--- config.mk ---
export PLATFORM = sky130hd
export DESIGN_NAME = fir_inverse_filter
export DESIGN_NICKNAME = d
export VERILOG_FILES = /design/src/rtl/fir_inverse_filter.sv
export SDC_FILE = /design/constraint.sdc
export NUM_CORES = 1
export LEC_CHECK = 0
export ABC_AREA = 0
export CAP_MARGIN = 20
export CELL_PAD_IN_SITES_DETAIL_PLACEMENT = 0
export CELL_PAD_IN_SITES_GLOBAL_PLACEMENT = 1
export CORE_UTILIZATION = 45
export DETAILED_ROUTE_END_ITERATION = 6
export PLACE_DENSITY_LB_ADDON = 0.1
export SETUP_SLACK_MARGIN = 0.05
export SLEW_MARGIN = 20
export SYNTH_ARGS = -nofsm -noshare
export SYNTH_HDL_FRONTEND = slang
export SYNTH_SLANG_ARGS = --single-unit
--- constraint.sdc ---
create_clock -name clk -period 9.6 [get_ports clk]
set_clock_uncertainty 0.1 [all_clocks]
set_input_delay 0.96 -clock clk [delete_from_list [all_inputs] [get_ports clk]]
set_output_delay 0.96 -clock clk [all_outputs]
set_load 0.01 [all_outputs]
--- src/rtl/fir_inverse_filter.sv ---
// Inverse filter for the 4-tap FIR h={1,2,3,4}.
// One shared multiplier; valid/ready on both sides.
module fir_inverse_filter #(
  parameter int IN_W  = 16,
  parameter int OUT_W = 8,
  parameter logic signed [7:0] H1 = 8'sd2,
  parameter logic signed [7:0] H2 = 8'sd3,
  parameter logic signed [7:0] H3 = 8'sd4
) (
  input  logic                    clk,
  input  logic                    rst,
  input  logic                    clr,
  input  logic signed [IN_W-1:0]  y_in,
  input  logic                    in_valid,
  output logic                    in_ready,
  output logic signed [OUT_W-1:0] x_out,
  output logic                    out_valid,
  input  logic                    out_ready,
  output logic                    ovf
);

  localparam int ACC_W  = IN_W + 4;
  localparam int PROD_W = 8 + OUT_W;
  localparam logic signed [ACC_W-1:0] MAX_V =
    ACC_W'((2 ** (OUT_W - 1)) - 1);
  localparam logic signed [ACC_W-1:0] MIN_V = -MAX_V - 1;

  typedef enum logic [1:0] {
    IDLE,
    MAC,
    OUT
  } state_t;

  state_t state;
  logic [1:0] k;
  logic signed [ACC_W-1:0]  acc;
  logic signed [OUT_W-1:0]  hist1, hist2, hist3;
  logic signed [7:0]        coef;
  logic signed [OUT_W-1:0]  tap;
  logic signed [PROD_W-1:0] prod;
  logic signed [ACC_W-1:0]  prod_ext;
  logic signed [ACC_W-1:0]  r;
  logic                     r_hi, r_lo;
  logic signed [OUT_W-1:0]  x_sat;

  assign in_ready = (state == IDLE);

  always_comb begin
    coef = H3;
    tap  = hist3;
    case (k)
      2'd1: begin
        coef = H1;
        tap  = hist1;
      end
      2'd2: begin
        coef = H2;
        tap  = hist2;
      end
      default: begin
        coef = H3;
        tap  = hist3;
      end
    endcase
  end

  assign prod     = coef * tap;
  assign prod_ext = {{(ACC_W-PROD_W){prod[PROD_W-1]}}, prod};
  assign r        = acc - prod_ext;
  assign r_hi     = (r > MAX_V);
  assign r_lo     = (r < MIN_V);

  always_comb begin
    x_sat = r[OUT_W-1:0];
    if (r_hi) x_sat = MAX_V[OUT_W-1:0];
    if (r_lo) x_sat = MIN_V[OUT_W-1:0];
  end

  always_ff @(posedge clk or posedge rst) begin
    if (rst) begin
      state     <= IDLE;
      k         <= 2'd0;
      acc       <= '0;
      hist1     <= '0;
      hist2     <= '0;
      hist3     <= '0;
      x_out     <= '0;
      out_valid <= 1'b0;
      ovf       <= 1'b0;
    end else if (clr) begin
      state     <= IDLE;
      k         <= 2'd0;
      acc       <= '0;
      hist1     <= '0;
      hist2     <= '0;
      hist3     <= '0;
      out_valid <= 1'b0;
      ovf       <= 1'b0;
    end else begin
      unique case (state)
        IDLE: begin
          if (in_valid) begin
            acc   <= {{(ACC_W-IN_W){y_in[IN_W-1]}}, y_in};
            k     <= 2'd1;
            state <= MAC;
          end
        end
        MAC: begin
          acc <= r;
          if (k == 2'd3) begin
            x_out     <= x_sat;
            ovf       <= r_hi | r_lo;
            out_valid <= 1'b1;
            k         <= 2'd0;
            state     <= OUT;
          end else begin
            k <= k + 2'd1;
          end
        end
        OUT: begin
          // history advances only once the sample really leaves
          if (out_ready) begin
            hist3     <= hist2;
            hist2     <= hist1;
            hist1     <= x_out;
            out_valid <= 1'b0;
            ovf       <= 1'b0;
            state     <= IDLE;
          end
        end
        default: state <= IDLE;
      endcase
    end
  end

endmodule

# Yosys cells after proc, flatten, opt, wreduce, memory -nomap -nowiden
# Cells that the tools add are included.
# word_totals
register_bits,58
input_bits,21
out_inout_bits,11
wordCells,65
# classes
n_addsub,2
multipliers,1
magnitude_cmp,2
n_eq_ne,8
muxes,31
bitwise_logic,2
n_reduce_logical,10
# op_table
op,count
$mux W8,11
$mux W20,2
$pmux W20 S2,1
$gt A20 B8 Y1 const B,1
$lt A20 B8 Y1 const B,1
$sub A20 B12 Y20,1
$pmux W8 S2,1
$mul A4 B8 Y12,1
$mux W2,6
$ne A3 B3 Y1 const B,3
$reduce_and A3 Y1,3
$eq A2 B2 Y1 const B,3
$pmux W2 S3,1
$pmux W3 S2,1
$reduce_bool A3 Y1,2
$mux W1,5
$eq A2 B1 Y1 const B,2
$pmux W1 S2,2
$pmux W2 S2,1
$reduce_and A2 Y1,2
$reduce_bool A2 Y1,2
$add A2 B1 Y2 const B,1
$logic_not A2 Y1,1
$not A1 Y1,1
$or A1 B1 Y1,1

# Longest topological paths before layout
# Gate-level depths: netlist of the first run.
# logic_depth
depth_word,9
ltp_mapped,22
ltp_nobuf,20

# Least setup slack after synthesis of the first run
# No wires, ideal clock.
# synth_path
path_type,reg-to-reg
start,reg k[0]
end,reg x_out[5]
setup_time_ns,0.099
t_arrival_ns,6.254
t_required_ns,9.401
path_slack_ns,3.147
stages_incl_launch_ff,21
n_path_buf,1
period_less_slack_ns,6.453
path_cell_list,dfrtp_1 -> inv_1 -> ha_1 -> buf_2 -> and2_1 -> o21ai_0 -> inv_1 -> fa_1 -> ha_1 -> fa_1 -> inv_1 -> ha_1 -> a211oi_1 -> nand2_1 -> or3_1 -> a31oi_1 -> xor2_1 -> or4_1 -> nor3_2 -> a21oi_2 -> a311oi_1
# synth_via
elab_chain_cells,7
word_cells_on_any_way,12
classes_between,add/sub (1); mul (1); order compare (2); eq/ne (3); mux (4); reduce/logical (1)
# synth_rtl
item,line_no,text
"start, declared",35,logic [1:0] k;
"start signal, assigned",117,k <= k + 2'd1;
$eq A2 B2 Y1 or $eq A2 B1 Y1 (tied branches),51,case (k)
$pmux W3 S2 or $pmux W8 S2 (tied branches),51,
$mul A4 B8 Y12,67,assign prod = coef * tap;
$sub A20 B12 Y20,69,assign r = acc - prod_ext;
$gt A20 B8 Y1,70,assign r_hi = (r > MAX_V);
$mux W8,75,if (r_hi) x_sat = MAX_V[OUT_W-1:0];
$mux W8,76,if (r_lo) x_sat = MIN_V[OUT_W-1:0];
"end signal, assigned",111,x_out <= x_sat;
"end, declared",16,"output logic signed [OUT_W-1:0] x_out,"
# Several ways; a longest one is shown, not always the timed one.
# A chain may end at the register's enable or synchronous reset.

# Worst setup path after layout of the first run
# layout_path
start,reg k[0]
end,reg x_out[6]
# Same word-level chain as after synthesis.

==> results of run 1 <==
==> area by class of cell <==
cell class,instances,area [um2]
Clock buffer,12,256
Clock inverter,4,73.8
Fill cell,1018,5050
Inverter,84,315
Multi-Input combinational cell,426,3340
Sequential cell,58,1450
Tap cell,140,175
Timing Repair Buffer,36,363
==> worst register-to-register path, delay by kind of cell, from the launching register on <==
kind,cells,cell delay (ns)
buf+inv,4,0.41
flops,1,0.42
fa+ha+maj,5,2.30
xor+xnor,1,0.12
compound gates,5,1.01
simple gates,5,1.97
==> power groups by stage <==
| stage | sequential (mW) | clock (mW) | combinational, mW |
|---|---|---|---|
| after floorplan | 0.306 | 0 | 0.484 |
| after global placement | 0.312 | 0 | 0.662 |
| after detailed placement | 0.313 | 0 | 0.667 |
| after CTS | 0.309 | 0.367 | 0.670 |
| after global routing | 0.314 | 0.379 | 0.742 |
| final | 0.309 | 0.362 | 0.669 |
==> how the worst max path moves through the flow <==
| stage | start | end | slack, ns | cells past startpoint |
|---|---|---|---|---|
| finish | k[0]$_DFFE_PP0P_ | x_out[6]$_DFFE_PP0P_ | 3.17 | 20 |
| global route | k[0]$_DFFE_PP0P_ | x_out[6]$_DFFE_PP0P_ | 2.87 | 20 |
| CTS | k[0]$_DFFE_PP0P_ | x_out[6]$_DFFE_PP0P_ | 3.21 | 20 |
| detailed placement | k[0]$_DFFE_PP0P_ | x_out[6]$_DFFE_PP0P_ | 3.25 | 20 |
| global placement | k[0]$_DFFE_PP0P_ | x_out[6]$_DFFE_PP0P_ | 3.40 | 20 |
| floorplan | k[0]$_DFFE_PP0P_ | x_out[5]$_DFFE_PP0P_ | 3.15 | 20 |
==> metal layers <==
metal | vias to the layer above | wire (um) | GRT usage, %
li1 | 2054 | - | -
met1 | 2028 | 6110 | 32.6
met2 | 79 | 6480 | 42.7
met3 | 23 | 454 | 4.92
met4 | 0 | 408 | 9.14
met5 | - | 0 | 0
==> registers in the layout, summed over array words and instances (netlist names) <==
signal / count
hist3: 8
k: 2
x_out: 8
hist1: 8
acc: 20
ovf: 1
state: 2
hist2: 8
out_valid: 1
==> metrics by stage <==
stage | setup slack (ns) | hold slack (ns)
after floorplan | 3.15 | 0.342
after global placement | 3.40 | 0.372
after detailed placement | 3.25 | 0.373
after CTS | 3.21 | 0.389
after global routing | 2.87 | 0.426
final | 3.17 | 0.387
==> logic make-up (layout without fill, tap and decap cells) <==
| logic type | Yosys count | in the layout |
|---|---|---|
| AOI/OAI and AO/OA | 148 | 148 |
| xor gates and xnor gates | 26 | 26 |
| adders and majority gates | 76 | 76 |
| buffers and inverters | 108 | 136 |
| DFF | 58 | 58 |
| muxes | 2 | 2 |
| and+or+nand+nor | 174 | 174 |
==> cells in the final DEF, fill, tap and decap left out, types with 3 or more instances in the layout <==
cell	instances
and2_1	12
a22o_1	20
xor2_1	13
o31ai_1	4
o21a_1	3
a31oi_1	8
a22oi_1	6
dfrtp_1	58
and3_1	4
fa_1	32
clkdlybuf4s50_1	30
xnor2_1	12
clkbuf_16	9
nand2_1	64
a21oi_1	16
o21ai_1	3
inv_1	83
nand4_1	5
o21ai_0	53
nor2_1	28
nand2b_1	26
ha_1	44
a221oi_1	4
a311oi_1	3
or3_1	5
nand3_1	6
nor3_1	7
a21o_1	4
buf_4	4
==> flow_metrics.env, run 1 <==
export IMPL_status="finished clean"
export IMPL_power_switching_mw=0.558
export IMPL_num_io_pins=32
export IMPL_cts_sinks=58
export IMPL_avgRoutedWirePerCell_um=17.7
export IMPL_crit_type="flip-flop to flip-flop"
export IMPL_final_core_util_pct=54.2
export IMPL_required_ns=9.73
export IMPL_pwr_share_clk_pct=27.0
export IMPL_cp_slowest_cell="and2_1"
export IMPL_yosysSeqAreaShare_pct=28.0
export IMPL_syn_to_final_growth_pct=15.3
export IMPL_rsz0062_at_grt="false"
export IMPL_fin_crit_ns=6.43
export IMPL_h_tree_depth=3
export IMPL_final_antenna_net_count=0
export IMPL_power_internal_mw=0.781
export IMPL_cts_setup_buffers=0
export IMPL_nNetsFinal=712
export IMPL_vias_per_cell=5.51
export IMPL_hold_viol=0
export IMPL_synth_simple_area_share_pct=16.7
export IMPL_regToRegSetupSlack_ns=3.17
export IMPL_crit_buf_inv=4
export IMPL_coreArea_um2=11000
export IMPL_placed_area_um2=5620
export IMPL_die_w_um=109
export IMPL_grt_pass1_wl_mm=22.5
export IMPL_cts_repair_resized=0
export IMPL_hold_class="flip-flop to flip-flop"
export IMPL_vias=4184
export IMPL_synth_xor_area_share_pct=4.76
export IMPL_reg2reg_to="x_out[6]$_DFFE_PP0P_"
export IMPL_path_cells="inv_1 > ha_1 > and2_1 > o21ai_1 > buf_4 > fa_1 > inv_1 > ha_1 > fa_1 > inv_1 > ha_1 > a211oi_1 > nand2_1 > or3_1 > a31oi_1 > xor2_1 > or4_1 > nor3_2 > a21oi_2 > a311oi_1"
export IMPL_ys_top_cells_by_area="dfrtp_1 (28%), fa_1 (12%), ha_1 (11%)"
export IMPL_first_pass_iters=5
export IMPL_pwr_share_seq_pct=23.0
export IMPL_syn_nets=689
export IMPL_initial_core_util_pct=47.0
export IMPL_min_from="acc[1]$_DFFE_PP0P_"
export IMPL_drv_cap=0
export IMPL_synthAdderAreaFrac_pct=23.0
export IMPL_diodes=0
export IMPL_yosysTopAreaCellShare_pct=28.0
export IMPL_grt_overflow=0
export IMPL_synthCells=592
export IMPL_ys_top_cells_by_count="inv_1 (84), nand2_1 (64), dfrtp_1 (58)"
export IMPL_drive_above_1_share_pct=5.81
export IMPL_die_area_um2=12000
export IMPL_cp_slowest_stage_delay_ns=0.65
export IMPL_postRouteWirelength_mm=13.5
export IMPL_synth_top_family_by_area="adder cells"
export IMPL_yosys_cell_types_count=61
export IMPL_ys_seq_elements=58
export IMPL_p_comb_share_pct=50.0
export IMPL_setup_tns_ns=0
export IMPL_hold_end="acc[1]$_DFFE_PP0P_"
export IMPL_dp_cells=743
export IMPL_cts_tree="done"
export IMPL_ir_drop_uv=144
export IMPL_cp_start_kind="flip-flop"
export IMPL_drc=0
export IMPL_synth_compound_area_share_pct=19.3
export IMPL_crit_family="adder cells"
export IMPL_yosys_mux_area_fraction_pct=0.410
export IMPL_worst_ep_arrival_time_ns=6.56
export IMPL_grt_pass1_vias=4373
export IMPL_cts_buffers=9
export IMPL_dpl_hpwl_mm=10.1
export IMPL_power_total_mw=1.34
export IMPL_globalplace_congestion=0.912
export IMPL_layoutNonFillerInstCount=760
export IMPL_die_y_um=109
export IMPL_tightest_slew_ns=1.10
export IMPL_synth_area_um2=5180
export IMPL_yosys_area_top_type="dfrtp_1"
export IMPL_p_sw_share_pct=41.7
export IMPL_clkTransAtPathRegs_ns=0.06
export IMPL_yosysWarnings=0
export IMPL_leakagePower_nw=2.80
export IMPL_maxSlewHeadroom_pct=26.8
export IMPL_clock_fmax_ghz=0.156
export IMPL_period_share_pct=67.0
export IMPL_path_max_fanout=20
export IMPL_async_flop_share_pct=100
export IMPL_p_per_area_nw_per_um2=224
export IMPL_cts_root_buf="clkbuf_16"
export IMPL_synth_avg_cell_area_um2=8.76
export IMPL_synth_edf_count=0
export IMPL_clkLatencyLatePin_ns=0.34
export IMPL_finalSetupViolCount=0
export IMPL_slew_violations=0
export IMPL_track_usage_pct=25.4
export IMPL_hold_buffers=0
export IMPL_num_rows=38
export IMPL_holdPathStages=2
export IMPL_antenna_found_initial=0
export IMPL_drt_initial_drc_count=257
export IMPL_portBuffers=31
export IMPL_reg2reg_depth=20
export IMPL_finalInstanceArea_um2=5980
export IMPL_yosysMostFrequentCell="inv_1"
export IMPL_rr_startpoint="k[0]$_DFFE_PP0P_"
export IMPL_clockBufferDepth=2
export IMPL_worstSetupEndpointType="flip-flop"
export IMPL_synth_ff_type="dfrtp_1"
export IMPL_grt_max_degree=59
Power figures use the tool's default switching activity.
==> inputs of run 2 (changes only) <==
==> constraint.sdc (replaced) <==
create_clock -name clk -period 6 [get_ports clk]
set_clock_uncertainty 0.1 [all_clocks]
set_input_delay 0.6 -clock clk [delete_from_list [all_inputs] [get_ports clk]]
set_output_delay 0.6 -clock clk [all_outputs]
set_load 0.01 [all_outputs]
==> run 2 against run 1 <==
Register-to-register slack got worse by 2.8 ns; non-clock buffer count up 14; cell area grew 2.6%; via count is 1.2% higher; utilization grew 1.4 points; worst setup slack got worse by 2.8 ns; critical endpoint is now x_out[0]$_DFFE_PP0P_.
==> flow_metrics.env, run 2 (synthesis gave the netlist of run 1 again) <==
export IMPL_status="finished clean"
export IMPL_fin_crit_ns=5.62
export IMPL_clkLatencyLatePin_ns=0.33
export IMPL_cts_tree="done"
export IMPL_drive_above_1_share_pct=8.68
export IMPL_drc=0
export IMPL_track_usage_pct=25.0
export IMPL_initial_core_util_pct=47.0
export IMPL_fin_hold_ws_ns=0.378
export IMPL_grt_pass1_vias=4367
export IMPL_crit_family="adder cells"
export IMPL_cp_start_kind="flip-flop"
export IMPL_period_share_pct=93.6
export IMPL_die_w_um=109
export IMPL_final_common_cell="inv_1"
export IMPL_hold_buffers=0
export IMPL_placed_area_um2=5710
export IMPL_grt_max_degree=59
export IMPL_layoutNonFillerInstCount=774
export IMPL_tightest_slew_ns=0.764
export IMPL_clkTransAtPathRegs_ns=0.06
export IMPL_die_area_um2=12000
export IMPL_dpl_hpwl_mm=10.3
export IMPL_worstSetupEndpointType="flip-flop"
export IMPL_crit_buf_inv=4
export IMPL_maxSlewHeadroom_pct=49.1
export IMPL_cts_buffers=9
export IMPL_worst_ep_arrival_time_ns=5.69
export IMPL_cts_sinks=58
export IMPL_grt_overflow=0
export IMPL_cp_slowest_stage_delay_ns=0.54
export IMPL_first_pass_iters=5
export IMPL_layout_common_cells="inv_1 (83), nand2_1 (64), dfrtp_1 (58)"
export IMPL_finalInstanceArea_um2=6130
export IMPL_avgRoutedWirePerCell_um=17.3
export IMPL_num_rows=38
export IMPL_fillCellCount=1042
export IMPL_finalSetupViolCount=0
export IMPL_cts_root_buf="clkbuf_16"
export IMPL_antenna_found_initial=0
export IMPL_power_total_mw=2.14
export IMPL_vias_per_cell=5.47
export IMPL_crit_type="flip-flop to flip-flop"
export IMPL_path_max_fanout=9
export IMPL_dp_cells=753
export IMPL_coreArea_um2=11000
export IMPL_largest_register_ffs=20
export IMPL_p_per_area_nw_per_um2=349
export IMPL_rsz0062_at_grt="false"
export IMPL_drt_initial_drc_count=201
export IMPL_leakagePower_nw=2.88
export IMPL_syn_to_final_growth_pct=18.3
export IMPL_ir_drop_uv=245
export IMPL_postRouteWirelength_mm=13.4
export IMPL_hold_viol=0
export IMPL_slew_violations=0
export IMPL_clockBufferDepth=2
export IMPL_die_y_um=109
export IMPL_final_antenna_net_count=0
export IMPL_vias=4233
export IMPL_portBuffers=31
export IMPL_hold_class="flip-flop to flip-flop"
export IMPL_path_cells="inv_1 > ha_1 > a22oi_1 > nor2_4 > o21ai_4 > buf_12 > fa_1 > inv_1 > ha_1 > fa_1 > inv_1 > ha_1 > nand4_1 > nor3_1 > o2111a_1 > a211o_1 > xor2_1 > nor3_1 > nand4_1 > o31ai_4 > a311oi_1"
export IMPL_drv_cap=0
export IMPL_required_ns=6.07
export IMPL_clock_fmax_ghz=0.178
export IMPL_globalplace_congestion=0.848
export IMPL_h_tree_depth=3
export IMPL_top_register="acc"
export IMPL_grt_pass1_wl_mm=22.3
export IMPL_diodes=0
export IMPL_cp_slowest_cell="fa_1"
export IMPL_num_io_pins=32
export IMPL_nNetsFinal=726
## run 2: final timing paths
check,start,endpoint,slack (ns),cells after the start
max in group asynchronous,rst,state[0]$_DFFE_PP0P_,4.59,3
setup reg to reg,k[1]$_DFFE_PP0P_,x_out[0]$_DFFE_PP0P_,0.38,21
hold / removal,hist3[7]$_DFFE_PP0P_,hist3[7]$_DFFE_PP0P_,0.38,2
min in group asynchronous,rst,hist2[2]$_DFFE_PP0P_,0.70,3
hold reg to reg,hist3[7]$_DFFE_PP0P_,hist3[7]$_DFFE_PP0P_,0.38,2
setup / recovery,k[1]$_DFFE_PP0P_,x_out[0]$_DFFE_PP0P_,0.38,21
## run 2: cell type report
type	count	area [um2]	share of cell area [%]
clock buffers	11	243	3.96
clock inverters	5	53.8	0.877
inverters	84	315	5.14
multi-input cells	426	3390	55.3
flip-flops and latches	58	1450	23.7
well taps	140	175	2.86
repair buffers	50	502	8.18
## run 2: repair_timing
item,4_1_cts,5_1_grt
endpoints found under the setup margin,3,8
gates resized for setup,1,9
buffers inserted,0,4
pin swaps,0,3
## run 2: routing by layer
| metal | share of wire (%) | global-route usage, % | vias up | wire, um |
|---|---|---|---|---|
| li1 | - | - | 2082 | - |
| met4 | 2.3 | 8.57 | 0 | 314 |
| met3 | 3.4 | 4.33 | 20 | 452 |
| met1 | 45 | 32.1 | 2051 | 5980 |
| met2 | 50 | 42.6 | 80 | 6640 |
| met5 | 0 | 0 | - | 0 |
## run 2: worst register-to-register path, cell delays in order, from the launching register on
cell and delay [ns]:
dfrtp_1 0.45, inv_1 0.07, ha_1 0.20, a22oi_1 0.28
nor2_4 0.08, o21ai_4 0.24, buf_12 0.17, fa_1 0.45
inv_1 0.08, ha_1 0.24, fa_1 0.54, inv_1 0.04
ha_1 0.40, nand4_1 0.19, nor3_1 0.33, o2111a_1 0.25
a211o_1 0.16, xor2_1 0.15, nor3_1 0.22, nand4_1 0.21
o31ai_4 0.46, a311oi_1 0.15
## run 2: power by group
group	total [mW]	switching, mW	internal [mW]
Combinational	1.13	0.673	0.459
Sequential	0.492	0.0495	0.442
Clock	0.515	0.184	0.331
Total	2.14	0.906	1.23
## run 2: per-stage QoR
| step | setup TNS, ns | utilization [%] | worst slack [ns] |
|---|---|---|---|
| 2_1_floorplan | 0 | - | 0.296 |
| 3_3_place_gp | 0 | 51.8 | 0.154 |
| 3_5_place_dp | -0.0179 | 51.8 | -0.0144 |
| 4_1_cts | 0 | 54.5 | 0.0693 |
| 5_1_grt | 0 | 55.6 | 0.0502 |
| 6_report | 0 | 55.6 | 0.383 |
